$ cat src/rtl/branch_resolve_unit_pkg.sv
// Shared encodings for the branch resolve unit: condition codes and the
// redirect/squash state machine encoding.
package branch_resolve_unit_pkg;

  typedef enum logic [2:0] {
    COND_NONE = 3'b000,
    COND_BEQZ = 3'b001,
    COND_BNEZ = 3'b010,
    COND_BLTZ = 3'b011,
    COND_BGEZ = 3'b100,
    COND_JMP  = 3'b101
  } cond_e;

  typedef enum logic {
    ST_RUN    = 1'b0,
    ST_SQUASH = 1'b1
  } state_e;

endpackage

$ cat src/rtl/branch_resolve_unit_cond_eval.sv
// Combinational zero/sign decode of Rs against a condition code; the
// generalised form of the old Rs-vs-zero branch flag logic.
module branch_cond_eval #(
  parameter int WIDTH = 16
) (
  input  logic [WIDTH-1:0] rs,
  input  logic [2:0]       cond,
  output logic             taken
);
  import branch_resolve_unit_pkg::*;

  always_comb begin
    // NOTE: every always_comb output gets a default first so no path can infer a latch.
    taken = 1'b0;
    case (cond)
      COND_BEQZ: taken = (rs == '0);
      COND_BNEZ: taken = (rs != '0);
      COND_BLTZ: taken = rs[WIDTH-1];
      COND_BGEZ: taken = ~rs[WIDTH-1];
      COND_JMP:  taken = 1'b1;
      default:   taken = 1'b0;
    endcase
  end

endmodule

$ cat src/rtl/branch_resolve_unit.sv
// EX/MEM branch resolution: registered direction/target, mispredict flush
// with a squash window, and saturating taken/mispredict counters.
module branch_resolve_unit #(
  parameter int WIDTH      = 16,
  parameter int SQUASH_CYC = 1,
  parameter int CNT_W      = 16
) (
  input  logic             clk,
  input  logic             rst,
  input  logic             stall,
  input  logic             in_valid,
  input  logic [2:0]       in_cond,
  input  logic [WIDTH-1:0] in_rs,
  input  logic [WIDTH-1:0] in_pc_plus2,
  input  logic [WIDTH-1:0] in_offset,
  input  logic             in_pred_taken,
  output logic             out_valid,
  output logic             out_taken,
  output logic [WIDTH-1:0] out_target,
  output logic             flush,
  output logic [WIDTH-1:0] redirect_pc,
  output logic             squashing,
  output logic [CNT_W-1:0] taken_cnt,
  output logic [CNT_W-1:0] mispred_cnt
);
  import branch_resolve_unit_pkg::*;

  localparam int SQ_W = (SQUASH_CYC < 2) ? 1 : $clog2(SQUASH_CYC + 1);

  state_e           state_q, state_d;
  logic [SQ_W-1:0]  sq_cnt_q, sq_cnt_d;
  logic             out_valid_q, out_valid_d;
  logic             out_taken_q, out_taken_d;
  logic             flush_q, flush_d;
  logic [WIDTH-1:0] out_target_q, out_target_d;
  logic [WIDTH-1:0] redirect_pc_q, redirect_pc_d;
  logic [CNT_W-1:0] taken_cnt_q, taken_cnt_d;
  logic [CNT_W-1:0] mispred_cnt_q, mispred_cnt_d;

  logic             cond_taken;
  logic             accept;
  logic             mispredict;
  logic [WIDTH-1:0] target;

  branch_cond_eval #(.WIDTH(WIDTH)) u_cond_eval (
    .rs    (in_rs),
    .cond  (in_cond),
    .taken (cond_taken)
  );

  assign target     = in_pc_plus2 + in_offset;
  assign accept     = in_valid && !stall && (state_q == ST_RUN);
  assign mispredict = accept && (cond_taken != in_pred_taken);

  // Stall holds everything, including a pending flush pulse.
  always_comb begin
    out_valid_d   = out_valid_q;
    out_taken_d   = out_taken_q;
    flush_d       = flush_q;
    out_target_d  = out_target_q;
    redirect_pc_d = redirect_pc_q;
    taken_cnt_d   = taken_cnt_q;
    mispred_cnt_d = mispred_cnt_q;
    if (!stall) begin
      out_valid_d = accept;
      out_taken_d = accept && cond_taken;
      flush_d     = mispredict;
      if (accept) out_target_d = target;
      if (mispredict) redirect_pc_d = cond_taken ? target : in_pc_plus2;
      if (accept && cond_taken && (taken_cnt_q != '1)) taken_cnt_d = taken_cnt_q + 1'b1;
      if (mispredict && (mispred_cnt_q != '1)) mispred_cnt_d = mispred_cnt_q + 1'b1;
    end
  end

  always_comb begin
    state_d  = state_q;
    sq_cnt_d = sq_cnt_q;
    if (!stall) begin
      case (state_q)
        ST_RUN: begin
          if (mispredict) begin
            state_d  = ST_SQUASH;
            sq_cnt_d = SQ_W'(SQUASH_CYC);
          end
        end
        ST_SQUASH: begin
          if (sq_cnt_q == SQ_W'(1)) begin
            state_d  = ST_RUN;
            sq_cnt_d = '0;
          end else begin
            sq_cnt_d = sq_cnt_q - 1'b1;
          end
        end
        default: state_d = ST_RUN;
      endcase
    end
  end

  // NOTE: sequential state uses non-blocking assignments so every flop samples pre-edge values.
  always_ff @(posedge clk) begin
    if (rst) begin
      state_q       <= ST_RUN;
      sq_cnt_q      <= '0;
      out_valid_q   <= 1'b0;
      out_taken_q   <= 1'b0;
      flush_q       <= 1'b0;
      out_target_q  <= '0;
      redirect_pc_q <= '0;
      taken_cnt_q   <= '0;
      mispred_cnt_q <= '0;
    end else begin
      state_q       <= state_d;
      sq_cnt_q      <= sq_cnt_d;
      out_valid_q   <= out_valid_d;
      out_taken_q   <= out_taken_d;
      flush_q       <= flush_d;
      out_target_q  <= out_target_d;
      redirect_pc_q <= redirect_pc_d;
      taken_cnt_q   <= taken_cnt_d;
      mispred_cnt_q <= mispred_cnt_d;
    end
  end

  assign out_valid   = out_valid_q;
  assign out_taken   = out_taken_q;
  assign out_target  = out_target_q;
  assign flush       = flush_q;
  assign redirect_pc = redirect_pc_q;
  assign squashing   = (state_q == ST_SQUASH);
  assign taken_cnt   = taken_cnt_q;
  assign mispred_cnt = mispred_cnt_q;

endmodule

$ cat config.mk
export PLATFORM = sky130hd
export DESIGN_NAME = branch_resolve_unit
export DESIGN_NICKNAME = d
export VERILOG_FILES = /design/src/rtl/branch_resolve_unit_pkg.sv /design/src/rtl/branch_resolve_unit_cond_eval.sv /design/src/rtl/branch_resolve_unit.sv
export SDC_FILE = /design/constraint.sdc
export NUM_CORES = 1
export LEC_CHECK = 0
export ABC_CLOCK_PERIOD_IN_PS = 7200
export BUFFER_PORTS_ARGS = -buffer_cell sky130_fd_sc_hd__buf_2
export CAP_MARGIN = 5
export CORE_ASPECT_RATIO = 0.9
export CORE_UTILIZATION = 56
export CTS_CLUSTER_SIZE = 25
export DETAILED_ROUTE_END_ITERATION = 6
export PLACE_DENSITY = 0.85
export SETUP_SLACK_MARGIN = 0.3
export SYNTH_ARGS = -nofsm -noshare
export SYNTH_HDL_FRONTEND = slang
export SYNTH_SLANG_ARGS = --single-unit
$ cat constraint.sdc
create_clock -name clk -period 7.2 [get_ports clk]
set_input_delay 0.72 -clock clk [delete_from_list [all_inputs] [get_ports clk]]
set_output_delay 0.72 -clock clk [all_outputs]
set_load 0.01 [all_outputs]
# Word level (Yosys, flattened, before mapping)
# Cells that the tools add are included.
# word_totals
ff_bits	69
latchBits	0
mem_bits_rw	0
rom_bits	0
n_memories	0
# classes
addsub	4
mul	0
div_mod_pow	0
order_cmp	0
eq_ne	9
shifts	0
muxes	8
bitwise_logic	3
n_reduce_logical	14
# op_table
cell	count
16-bit by 1-bit adder with 16-bit output (second input constant)	2
16-bit != test (second input constant)	2
16-bit adder	1
16-bit zero test	1
16-bit two-way mux	1
16-bit nonzero test	1
2-bit AND reduction	5
3-bit by 2-bit equality test with 1-bit output (second input constant)	2
3-bit equality test (second input constant)	2
1-bit logical AND	6
1-bit one-hot mux with 5 select lines	1
1-bit two-way mux	4
1-bit one-hot mux with 2 select lines	2
3-bit by 1-bit equality test with 1-bit output (second input constant)	1
1-bit NOT	3
2-bit != test (second input constant)	1
1-bit zero test	1
1-bit != test	1
1-bit subtractor (second input constant)	1

# Logic depth before layout (Yosys ltp)
# Gate-level depths: netlist (run 1).
# depth
ltp_word	6
depth_mapped	8
mapped_depth_nobuf	8

# By module
# A second synthesis (run 1) with hierarchy kept.
# unflattened
cells_unflattened	463
hier_area_um2	3824.9
# modules_own_cells
mod	n_inst	cells_each	area_each_um2	seq_area_each_um2
branch_resolve_unit	1	451	3731.1	1381.3
branch_cond_eval	1	12	93.8	0.0

# Least setup slack after synthesis (run 1)
# OpenSTA, ideal clock, no wires.
# synth_timing
path_type	in2reg
from	input in_pc_plus2[0]
to	register redirect_pc_q[14] (netlist: redirect_pc[14])
t_arrival_ps	2714
required_time_ps	7067
slack_ps	4353
path_stages	8
path_buffers	0
cell_sequence	ha_1 -> fa_1 -> a21o_1 -> a221oi_1 -> nor3_1 -> or4_1 -> nand3_1 -> a311oi_1
# synth_between
elab_chain_cells	2
# synth_rtl
element	line_no	rtl
start, declared	branch_resolve_unit.sv:14	input logic [WIDTH-1:0] in_pc_plus2,
16-bit adder	branch_resolve_unit.sv:51	assign target = in_pc_plus2 + in_offset;
16-bit two-way mux	branch_resolve_unit.sv:69	if (mispredict) redirect_pc_d = cond_taken ? target : in_pc_plus2;
end signal, assigned	branch_resolve_unit.sv:118	redirect_pc_q <= redirect_pc_d;
end, declared	branch_resolve_unit.sv:36	logic [WIDTH-1:0] redirect_pc_q, redirect_pc_d;
# No other way between the ends.
# A chain may end at the register's enable or synchronous reset.

# Worst setup path after layout (run 1)
# layout_timing
from	input in_rs[15]
to	register mispred_cnt_q[7] (netlist: mispred_cnt[7])
# layout_between
elab_chain_cells	6
elab_cells_between_ends	8
classes_between	eq/ne (1); mux (1); bitwise (1); reduce/logical (5)
# layout_rtl
element	line_no	rtl
start, declared	branch_resolve_unit.sv:13	input logic [WIDTH-1:0] in_rs,
16-bit nonzero test, or another cell as far along	branch_resolve_unit_cond_eval.sv:17	COND_BNEZ: taken = (rs != '0);
1-bit one-hot mux with 5 select lines (*)	branch_resolve_unit_cond_eval.sv:15	case (cond)
1-bit != test (*)	branch_resolve_unit.sv:53	assign mispredict = accept && (cond_taken != in_pred_taken);
1-bit logical AND (*)	branch_resolve_unit.sv:53	
1-bit logical AND (*)	branch_resolve_unit.sv:71	if (mispredict && (mispred_cnt_q != '1)) mispred_cnt_d = mispred_cnt_q + 1'b1;
2-bit AND reduction (no line) (*)	-	
end signal, assigned	branch_resolve_unit.sv:120	mispred_cnt_q <= mispred_cnt_d;
end, declared	branch_resolve_unit.sv:38	logic [CNT_W-1:0] mispred_cnt_q, mispred_cnt_d;
# Mark *: on every way between the ends. The rest lies on a longest branch, timed or not.

==> results of run 1 <==
## flip-flops by register name, summed over array words and instances, names as in the netlist
register and count:
out_taken 1, sq_cnt_q 1, mispred_cnt 16, redirect_pc 16, taken_cnt 16, flush 1
out_target 16, out_valid 1, squashing 1
## worst max-delay path by stage
stage	start	endpoint	slack (ps)
final	in_rs[15]	mispred_cnt[7]	3820
after detailed placement	in_rs[15]	mispred_cnt[5]	3590
after global routing	in_rs[15]	mispred_cnt[7]	3710
after floorplan	in_pc_plus2[0]	redirect_pc[14]	4350
after global placement	in_rs[15]	mispred_cnt[7]	3710
after CTS	in_rs[15]	mispred_cnt[7]	3920
## final cells by class
cell class                      instances  share of cell area
Multi-Input combinational cell        412               0.519
Tap cell                               93              0.0234
Inverter                               15              0.0113
Clock inverter                          6              0.0126
Timing Repair Buffer                  126               0.128
Clock buffer                           10              0.0277
Sequential cell                        69               0.278
## synth_stat cells, types with 8 or more instances
cell type	count	area (um^2)
dfxtp_1	69	1380
o31ai_1	13	97.6
a21o_1	8	60.1
ha_1	17	213
nand4_1	14	87.6
nor2_1	27	101
nor2b_1	15	93.8
nor3_1	15	75.1
o21ai_0	23	115
mux2_2	13	146
a31oi_1	8	50.1
nand2_1	63	236
xnor2_1	8	70.1
and3_1	9	56.3
clkbuf_1	26	97.6
nand3_1	24	120
a21oi_1	65	325
or4_1	13	97.6
inv_1	15	56.3
## logic make-up (layout without fill, tap and decap cells)
logic type	count (synthesis)	in the layout
AOI/OAI and AO/OA	155	155
xor gates and xnor gates	13	13
adders and majority gates	18	18
buffers and inverters	46	157
DFF	69	69
muxes	15	15
and+or+nand+nor	211	211
## metal layers
layer / up-vias / track usage / part of all wire
met5: - / 0 / 0
met4: 0 / 0.0866 / 0.0067
met3: 8 / 0.0628 / 0.082
met2: 199 / 0.500 / 0.47
met1: 2084 / 0.405 / 0.44
li1: 2160 / - / -
## critical path, stage by stage
cell and delay [ps]:
buf_2 130, nor4_2 270, nand4_1 250, or3_1 660, a21oi_1 1010, o2111ai_1 270, mux2_2 320
## report_power, final
group          switching (mW)  leakage, nW  internal (mW)
clock                   0.158        0.106          0.169
combinational           0.114         1.47         0.0713
sequential            0.00934        0.560          0.396
## through the flow
step,cell area (um^2),worst slack [ps],cells,total power [mW]
5_1_grt,4970,3710,731,0.954
4_1_cts,4970,3920,731,0.915
3_3_place_gp,4770,3710,715,0.592
3_5_place_dp,4770,3590,715,0.595
2_1_floorplan,4140,4350,527,0.530
6_report,4970,3820,731,0.917
## cell usage in the layout (no fill, tap or decap), drive strengths merged, types with 6 or more instances in the layout
master / Yosys / layout
nand4: 14 / 14
nor4: 7 / 7
nor2: 27 / 27
a21o: 8 / 8
inv: 15 / 15
o21ai: 25 / 25
o31ai: 13 / 13
or4: 14 / 14
or3: 6 / 6
dfxtp: 69 / 69
a311oi: 7 / 7
clkbuf: 26 / 10
buf: 5 / 126
xnor2: 8 / 8
nor3: 15 / 15
nand2: 63 / 63
nor2b: 16 / 16
a21oi: 65 / 65
and3: 9 / 9
ha: 17 / 17
a211oi: 6 / 6
a31oi: 8 / 8
nand3: 25 / 25
mux2: 13 / 13
==> metrics, run 1 <==
Port Buffer Count ~120; drt drc 0; post-synthesis sequential area ratio 0.334; initial antenna violation count 0; crit path kind in2reg; worst hold margin 457 ps; Initial Util 0.581; Worst Path Arrival 3620 ps; status completed; Layout Utilization 0.699; Synth Area in Simple Gates 0.266; final RePlAce weighted congestion 0.912; EDFF count, synth 0; core area 0.00711 mm^2; mean post-synth cell area 7.85 um^2; vias in the first global route 3998; final setup fails 0; Worst Hold End out_target[0]; post-synthesis compound-gate area fraction 0.232; Hold Violations, Final 0; ys flop type dfxtp_1; synth unique cells between 50 and 60; max-cap viol count 0; leak pwr 2.14 nW; FF-to-FF path depth 6; Crit. End Element flop; Routed Antenna Nets 0; CTS Buffer Depth 2; relative slew slack 0.211; Cell Pwr Density 185 mW/mm^2; R2R setup slack 4490 ps; initial drt markers 408; R2R Path End mispred_cnt[7]; post-cts resize count 0; peak fanout along the critical path 14; Setup TNS 0 ps; Num CTS Buffers 9; Async SR Flop Fraction 0; vias per inst a little over 6; CP required 7450 ps; GRT overflow 0; Row Count 29; final wirelength 11900 um; mux cell area share after synthesis 0.0402; via count 4451; syn_nets 601; HPWL Detailed 8530 um; DRT Pass-1 Iters 5; Sink Count 69; Period minus WS final approximately 3400 ps; clock-pin slew on the worst setup and hold paths 80 ps; Ys Warns 0; nets@finish about 700; Worst Setup Start Kind input pin; Mapped Cells roughly 530; clk_skew roughly 6.4 ps; WHS Path Cells 2; largest net degree at the start of global routing 79; first-pass GRT wire length about 19000 um; die height around 84 um; Slew Viols, Final 0; register bit count reported by yosys between 60 and 70; clk_lat worst skew about 350 ps; fmax 296 MHz; hold buffers post-CTS 0; CTS tree built; io pins 124; Max IR drop VDD 109 uV; cell area after synthesis 0.00414 mm^2; die area 0.00773 mm^2; Post-Synth XOR/XNOR Area 0.0275; WL per Instance roughly 16 um; layout filler cell count 623; crit share post-route 0.469; root buffer cell clkbuf_8; Register Area 0.00138 mm^2; class of the worst hold path reg2reg; main combinational cell family by area after synthesis simple AND/OR/NAND/NOR gates; Total GRT Usage 0.305; Tightest Pin Transition 1180 ps; hold path start out_target[0]; H-Tree Depth 3; die width between 90 and 100 um; RSZ-0062 raised after global routing false; post-CTS setup buffers 0; RR Startpoint squashing; Post-Synth Adder-Cell Area 0.0563; layout cell share with drive strength beyond 1 0.259; antenna cell count 0; area of the multi-input gates 0.00258 mm^2; area delta synth->final 20.2%
Note: power is estimated with default switching activity, not from simulation.
==> inputs of run 2 (changes only) <==
--- a/config.mk
+++ b/config.mk
@@ -5,14 +5,14 @@
 export SDC_FILE = /design/constraint.sdc
 export NUM_CORES = 1
 export LEC_CHECK = 0
-export ABC_CLOCK_PERIOD_IN_PS = 7200
+export ABC_CLOCK_PERIOD_IN_PS = 3400
 export BUFFER_PORTS_ARGS = -buffer_cell sky130_fd_sc_hd__buf_2
 export CAP_MARGIN = 5
 export CORE_ASPECT_RATIO = 0.9
-export CORE_UTILIZATION = 56
+export CORE_UTILIZATION = 52
 export CTS_CLUSTER_SIZE = 25
 export DETAILED_ROUTE_END_ITERATION = 6
-export PLACE_DENSITY = 0.85
+export PLACE_DENSITY = 0.79
 export SETUP_SLACK_MARGIN = 0.3
 export SYNTH_ARGS = -nofsm -noshare
 export SYNTH_HDL_FRONTEND = slang
==> constraint.sdc (replaced) <==
create_clock -name clk -period 3.4 [get_ports clk]
set_input_delay 0.34 -clock clk [delete_from_list [all_inputs] [get_ports clk]]
set_output_delay 0.34 -clock clk [all_outputs]
set_load 0.01 [all_outputs]
==> run 2 against run 1 <==
- worst hold slack worse by 190 ps
- first-iteration DRC count down 25%
- total power up 120%
- sequential power up 110%
- clock skew up 1.8 ps
- final area up 1.4%
- critical endpoint is now redirect_pc[14]
- highest routed layer unchanged
==> metrics, run 2 (synthesis results as in run 1) <==
clock-pin slew on the worst setup and hold paths 90 ps (about the same); die area 0.00831 mm^2 (+7.5%); Cell Pwr Density 401 mW/mm^2 (+120%); core area 0.00762 mm^2 (+7.1%); HPWL Detailed 8880 um (+4.0%); FF-to-FF path depth 7 (+1); PnR worst setup slack 833 ps (-2990 ps); Setup TNS 0 ps (unchanged); final wirelength 12000 um (+0.98%); area delta synth->final 21.8%; Layout Utilization 0.661 (-0.0374); GRT overflow 0 (unchanged); CP required 3600 ps (-3850 ps); die width 96 um (+3.7%); pre-CTS setup slack 509 ps (-3080 ps); Max IR drop VDD 322 uV (+200%); initial drt markers 305 (-25%); commonest non-fill, non-tap cell in the layout buf_2; Crit. End Element flop; antenna cell count 0 (unchanged); CTS tree built; vias in the first global route 4061 (+1.6%); crit path kind in2reg; Tightest Pin Transition 749 ps (-435 ps); Slew Viols, Final 0 (unchanged); total power 2.02 mW (+120%); Worst Path Arrival 2770 ps (-850 ps); status completed; peak fanout along the critical path 4 (-10); io pins 124 (unchanged); relative slew slack 0.499 (+0.288); commonest cells after routing, fill and taps aside 123 x buf_2, 69 x dfxtp_1, 65 x a21oi_1, 63 x nand2_1, 27 x nor2_1; max-cap viol count 0 (unchanged); RSZ-0062 raised after global routing false; placed inst area 0.00482 mm^2 (+1.0%); class of the worst hold path in2reg; Port Buffer Count 123 (unchanged); drt drc 0 (unchanged); Initial Util 0.543 (-0.0388); fin area 0.00504 mm^2 (+1.4%); crit share post-route 0.755; leak pwr 2.16 nW (+1.4%); die height 86.6 um (+3.7%); clk_lat worst skew 340 ps (about the same); Row Count 30 (+3.4%); root buffer cell clkbuf_8; final RePlAce weighted congestion 1.01 (+11%); via count 4501 (+1.1%); post-cts resize count 0 (unchanged); H-Tree Depth 3 (unchanged); clk_skew 8.25 ps (+1.84 ps); layout cell share with drive strength beyond 1 0.266 (+0.00691); nets@finish 713 (+0.85%); Period minus WS final 2570 ps; largest net degree at the start of global routing 45 (-43%); Sink Count 69 (unchanged); fmax just under 400 MHz; Routed Antenna Nets 0 (unchanged); initial antenna violation count 0 (unchanged); vias per inst 6.08 (-0.11%); hold buffers post-CTS 0 (unchanged); post-CTS setup buffers 0 (unchanged); Total GRT Usage 0.293 (-0.0123); WL per Instance 16.2 um (-0.25%); Worst Setup Start Kind input pin; CTS Buffer Depth 2 (unchanged); DRT Pass-1 Iters 5 (unchanged); first-pass GRT wire length 19000 um (+0.85%); layout filler cell count 660 (+5.9%); Hold Violations, Final 0 (unchanged); WHS Path Cells 3 (+1); final setup fails 0 (unchanged); Num CTS Buffers 9 (unchanged)
run 2: final timing paths:
path / from / to / slack, ps
worst max-delay path: in_pc_plus2[0] / redirect_pc[14] / 830
worst min-delay path: in_pc_plus2[5] / redirect_pc[5] / 270
worst max register to register: squashing / mispred_cnt[14] / 1070
worst min register to register: out_target[14] / out_target[14] / 460
run 2: worst max-delay path: stages:
cell and delay (ps):
buf_2 110, ha_1 240, fa_1 430, a21o_1 200, a221oi_1 600, nor3_1 150, or4_1 520, nand3_1 100
a311oi_1 90
run 2: cell type report:
cell class,instances,area (um^2),share of cell area
Sequential cell,69,1380,0.274
Tap cell,96,120,0.0238
Clock buffer,9,124,0.0246
Clock inverter,7,97.6,0.0194
Inverter,15,56.3,0.0112
Multi-Input combinational cell,412,2580,0.511
Timing Repair Buffer,132,683,0.136
run 2: stage by stage:
stage	hold slack [ps]	instances
2_1_floorplan	436	527
3_3_place_gp	441	724
3_5_place_dp	446	724
4_1_cts	268	740
5_1_grt	272	740
6_report	271	740
run 2: layer usage:
metal,GRT usage,vias up,wire length (um)
met5,0,-,0
met4,0.0706,0,159
met3,0.0623,19,886
met2,0.456,189,5410
met1,0.412,2109,5520
li1,-,2184,-
run 2: report_power, final:
part	total [mW]	leakage (nW)	switching, mW	internal, mW
Sequential	0.858	0.560	0.0194	0.839
Clock	0.765	0.106	0.349	0.416
Combinational	0.396	1.50	0.240	0.156
Total	2.02	2.16	0.609	1.41
==> inputs of run 3 (changes only) <==
--- a/config.mk
+++ b/config.mk
@@ -5,14 +5,15 @@
 export SDC_FILE = /design/constraint.sdc
 export NUM_CORES = 1
 export LEC_CHECK = 0
-export ABC_CLOCK_PERIOD_IN_PS = 3400
+export ABC_AREA = 1
+export ABC_CLOCK_PERIOD_IN_PS = 2300
 export BUFFER_PORTS_ARGS = -buffer_cell sky130_fd_sc_hd__buf_2
 export CAP_MARGIN = 5
 export CORE_ASPECT_RATIO = 0.9
-export CORE_UTILIZATION = 52
+export CORE_UTILIZATION = 48
 export CTS_CLUSTER_SIZE = 25
 export DETAILED_ROUTE_END_ITERATION = 6
-export PLACE_DENSITY = 0.79
+export PLACE_DENSITY = 0.76
 export SETUP_SLACK_MARGIN = 0.3
 export SYNTH_ARGS = -nofsm -noshare
 export SYNTH_HDL_FRONTEND = slang
==> constraint.sdc (replaced) <==
create_clock -name clk -period 2.3 [get_ports clk]
set_input_delay 0.23 -clock clk [delete_from_list [all_inputs] [get_ports clk]]
set_output_delay 0.23 -clock clk [all_outputs]
set_load 0.01 [all_outputs]
==> run 3 against run 2 <==
- sequential power increased by 48%
- via count is 5.2% higher
- total power up 43%
- clock-buffer cell count unchanged
- register-to-register slack got worse by 660 ps
- setup slack lost 430 ps
==> metrics, run 3 <==
relative slew slack 0.580 (+0.0809); Tightest Pin Transition 628 ps (-121 ps); Ys Warns 0 (unchanged); crit path from mispred_cnt[1]; ys flop type dfxtp_1; Hold Violations, Final 0 (unchanged); cell count along the critical path 9 (unchanged); max-cap viol count 0 (unchanged); peak fanout along the critical path 15 (+11); top post-synthesis cells by area dfxtp_1 31%, nand2_1 15%, nor2_1 7.5%; die area 0.00967 mm^2 (+16%); register bit count reported by yosys 69 (unchanged); Layout Utilization 0.614 (-0.0477); clock power share 0.350 (-0.029); core area 0.00877 mm^2 (+15%); Internal Power 1.97 mW (+40%); mean post-synth cell area 6.60 um^2 (-16%); FF-to-FF path depth 9 (+2); clock-pin slew on the worst setup and hold paths 80 ps (about the same); area delta synth->final 20.8%; status completed; switch share 0.317 (+0.0158); count leader, synth nand2_1; RSZ-0062 raised after global routing false; layout cell share with drive strength beyond 1 0.220 (-0.0455); vias per inst 5.15 (-15%); H-Tree Depth 3 (unchanged); leak pwr 2.63 nW (+22%); Period minus WS final 1890 ps; CP required 2580 ps (-1020 ps); Num CTS Buffers 9 (unchanged); Routed Antenna Nets 0 (unchanged); first-pass GRT wire length 19800 um (+4.5%); initial drt markers 190 (-38%); Yosys top cell area share 0.310 (-0.0239); hold buffers post-CTS 0 (unchanged); Worst Setup Start Kind flop; Sink Count 69 (unchanged); fin cells 919 (+24%); Row Count 32 (+6.7%); Critical Path End mispred_cnt[13]; part of the power in registers 0.440 (+0.015); vias in the first global route 4415 (+8.7%); cell area after synthesis 0.00445 mm^2 (+7.7%); die height 93.4 um (+7.8%); Worst Path Arrival 2170 ps (-600 ps); GRT overflow 0 (unchanged); fmax 528 MHz; die width 104 um (+7.9%); R2R setup slack 410 ps (-660 ps); via count 4733 (+5.2%); post-synthesis sequential area ratio 0.310 (-0.0239); RR Startpoint mispred_cnt[1]; R2R Path End mispred_cnt[13]; Slew Viols, Final 0 (unchanged); CP cell instances ha_2 -> nand2_2 -> nor3b_4 -> nand4_2 -> nor2_4 -> inv_4 -> nand3_2 -> nand2_1 -> a21oi_1; Slowest cell on crit path dfxtp_1; antenna cell count 0 (unchanged); initial antenna violation count 0 (unchanged); Synth area leader dfxtp_1; Cell Pwr Density 536 mW/mm^2 (+34%); delay-heaviest family, CP simple AND/OR/NAND/NOR gates; CTS tree built; io pins 124 (unchanged); Sw Pwr 915 uW (+50%); Mapped Cells 675 (+28%); clk_lat worst skew 350 ps (about the same); clk_skew 7.76 ps (-0.485 ps); drt drc 0 (unchanged); crit share post-route 0.823; slowest stage delay, CP 390 ps (-210 ps); Post-synth top cells 181 x nand2_1, 89 x nor2_1, 69 x dfxtp_1, 63 x inv_1, 59 x nand3_1; root buffer cell clkbuf_8; commonest non-fill, non-tap cell in the layout nand2_1; synth unique cells 35 (-40%); final wirelength 11800 um (-1.4%); Max IR drop VDD 391 uV (+21%); Port Buffer Count 123 (unchanged); Crit. End Element flop; class of the worst hold path in2reg; largest net degree at the start of global routing 48 (+6.7%); Setup TNS 0 ps (unchanged); HPWL Detailed 8460 um (-4.6%); Comb power frac 0.211 (+0.015); number of instances in the placed design 897 (+24%); Async SR Flop Fraction 0 (unchanged); syn_nets 749 (+25%); final RePlAce weighted congestion 0.900 (-11%); WL per Instance 12.8 um (-21%); crit path kind reg2reg; Total GRT Usage 0.251 (-0.0418); final setup fails 0 (unchanged); nets@finish 869 (+22%); EDFF count, synth 0 (unchanged); DRT Pass-1 Iters 5 (unchanged); CTS Buffer Depth 2 (unchanged); commonest cells after routing, fill and taps aside 181 x nand2_1, 123 x buf_2, 89 x nor2_1, 66 x dfxtp_1, 63 x inv_1; Buf+Inv Stages, Crit Path 1 (unchanged); Initial Util 0.508 (-0.0347)
run 3: how the worst min path moves through the flow:
stage	from	to	slack, ps	cells after the start
2_1_floorplan	stall	out_taken	370	2
4_1_cts	stall	out_taken	140	3
3_5_place_dp	out_target[2]	out_target[2]	450	2
3_3_place_gp	sq_cnt_q	sq_cnt_q	440	2
6_report	stall	out_taken	150	3
5_1_grt	stall	flush	150	3
run 3: per-layer routing:
layer,track usage,vias up,part of all wire
met5,0,-,0
met4,0.0809,0,0.011
met3,0.0551,13,0.074
met2,0.422,161,0.45
met1,0.321,2133,0.47
li1,-,2426,-
run 3: per-stage QoR:
stage	hold slack (ps)	cell area, um^2	worst slack, ps	total power [mW]
final	149	5380	406	2.88
after global routing	153	5380	324	3.04
after CTS	139	5350	300	2.90
after detailed placement	451	5120	210	1.89
after global placement	437	5120	296	1.88
after floorplan	370	4450	561	1.71
run 3: area by class of cell:
type,instances,area [um^2]
fillers,853,3390
multi-input cells,513,2680
flip-flops and latches,69,1390
repair buffers,134,711
inverters,68,260
well taps,119,149
clock buffers,9,124
clock inverters,7,73.8
run 3: repair_timing:
| action | 4_1_cts | 5_1_grt |
|---|---|---|
| cloned | 0 | 1 |
| buffers inserted | 3 | 2 |
| pin swaps | 0 | 3 |
| endpoints found under the setup margin | 11 | 29 |
| resized for setup | 2 | 5 |
run 3: kinds of logic (layout without fill, tap and decap cells):
logic type / Yosys count / after routing / synth area share
compound gates: 84 / 84 / 0.101
xor+xnor: 34 / 34 / 0.0669
fa+ha+maj: 18 / 18 / 0.0522
buf+inv: 94 / 218 / 0.0935
flops: 69 / 69 / 0.310
simple gates: 376 / 377 / 0.377
run 3: worst min-delay path, stage by stage:
cell     delay (ps)
buf_2           120
nand2_1          50
a21oi_1          50
run 3: power by group through the flow:
stage               sequential [mW]  clock, mW  combinational (mW)
global route                   1.27       1.08               0.684
floorplan                      1.31          0               0.392
CTS                            1.27       1.03               0.602
detailed placement             1.29          0               0.599
finish                         1.27       1.01               0.607
global placement               1.29          0               0.589
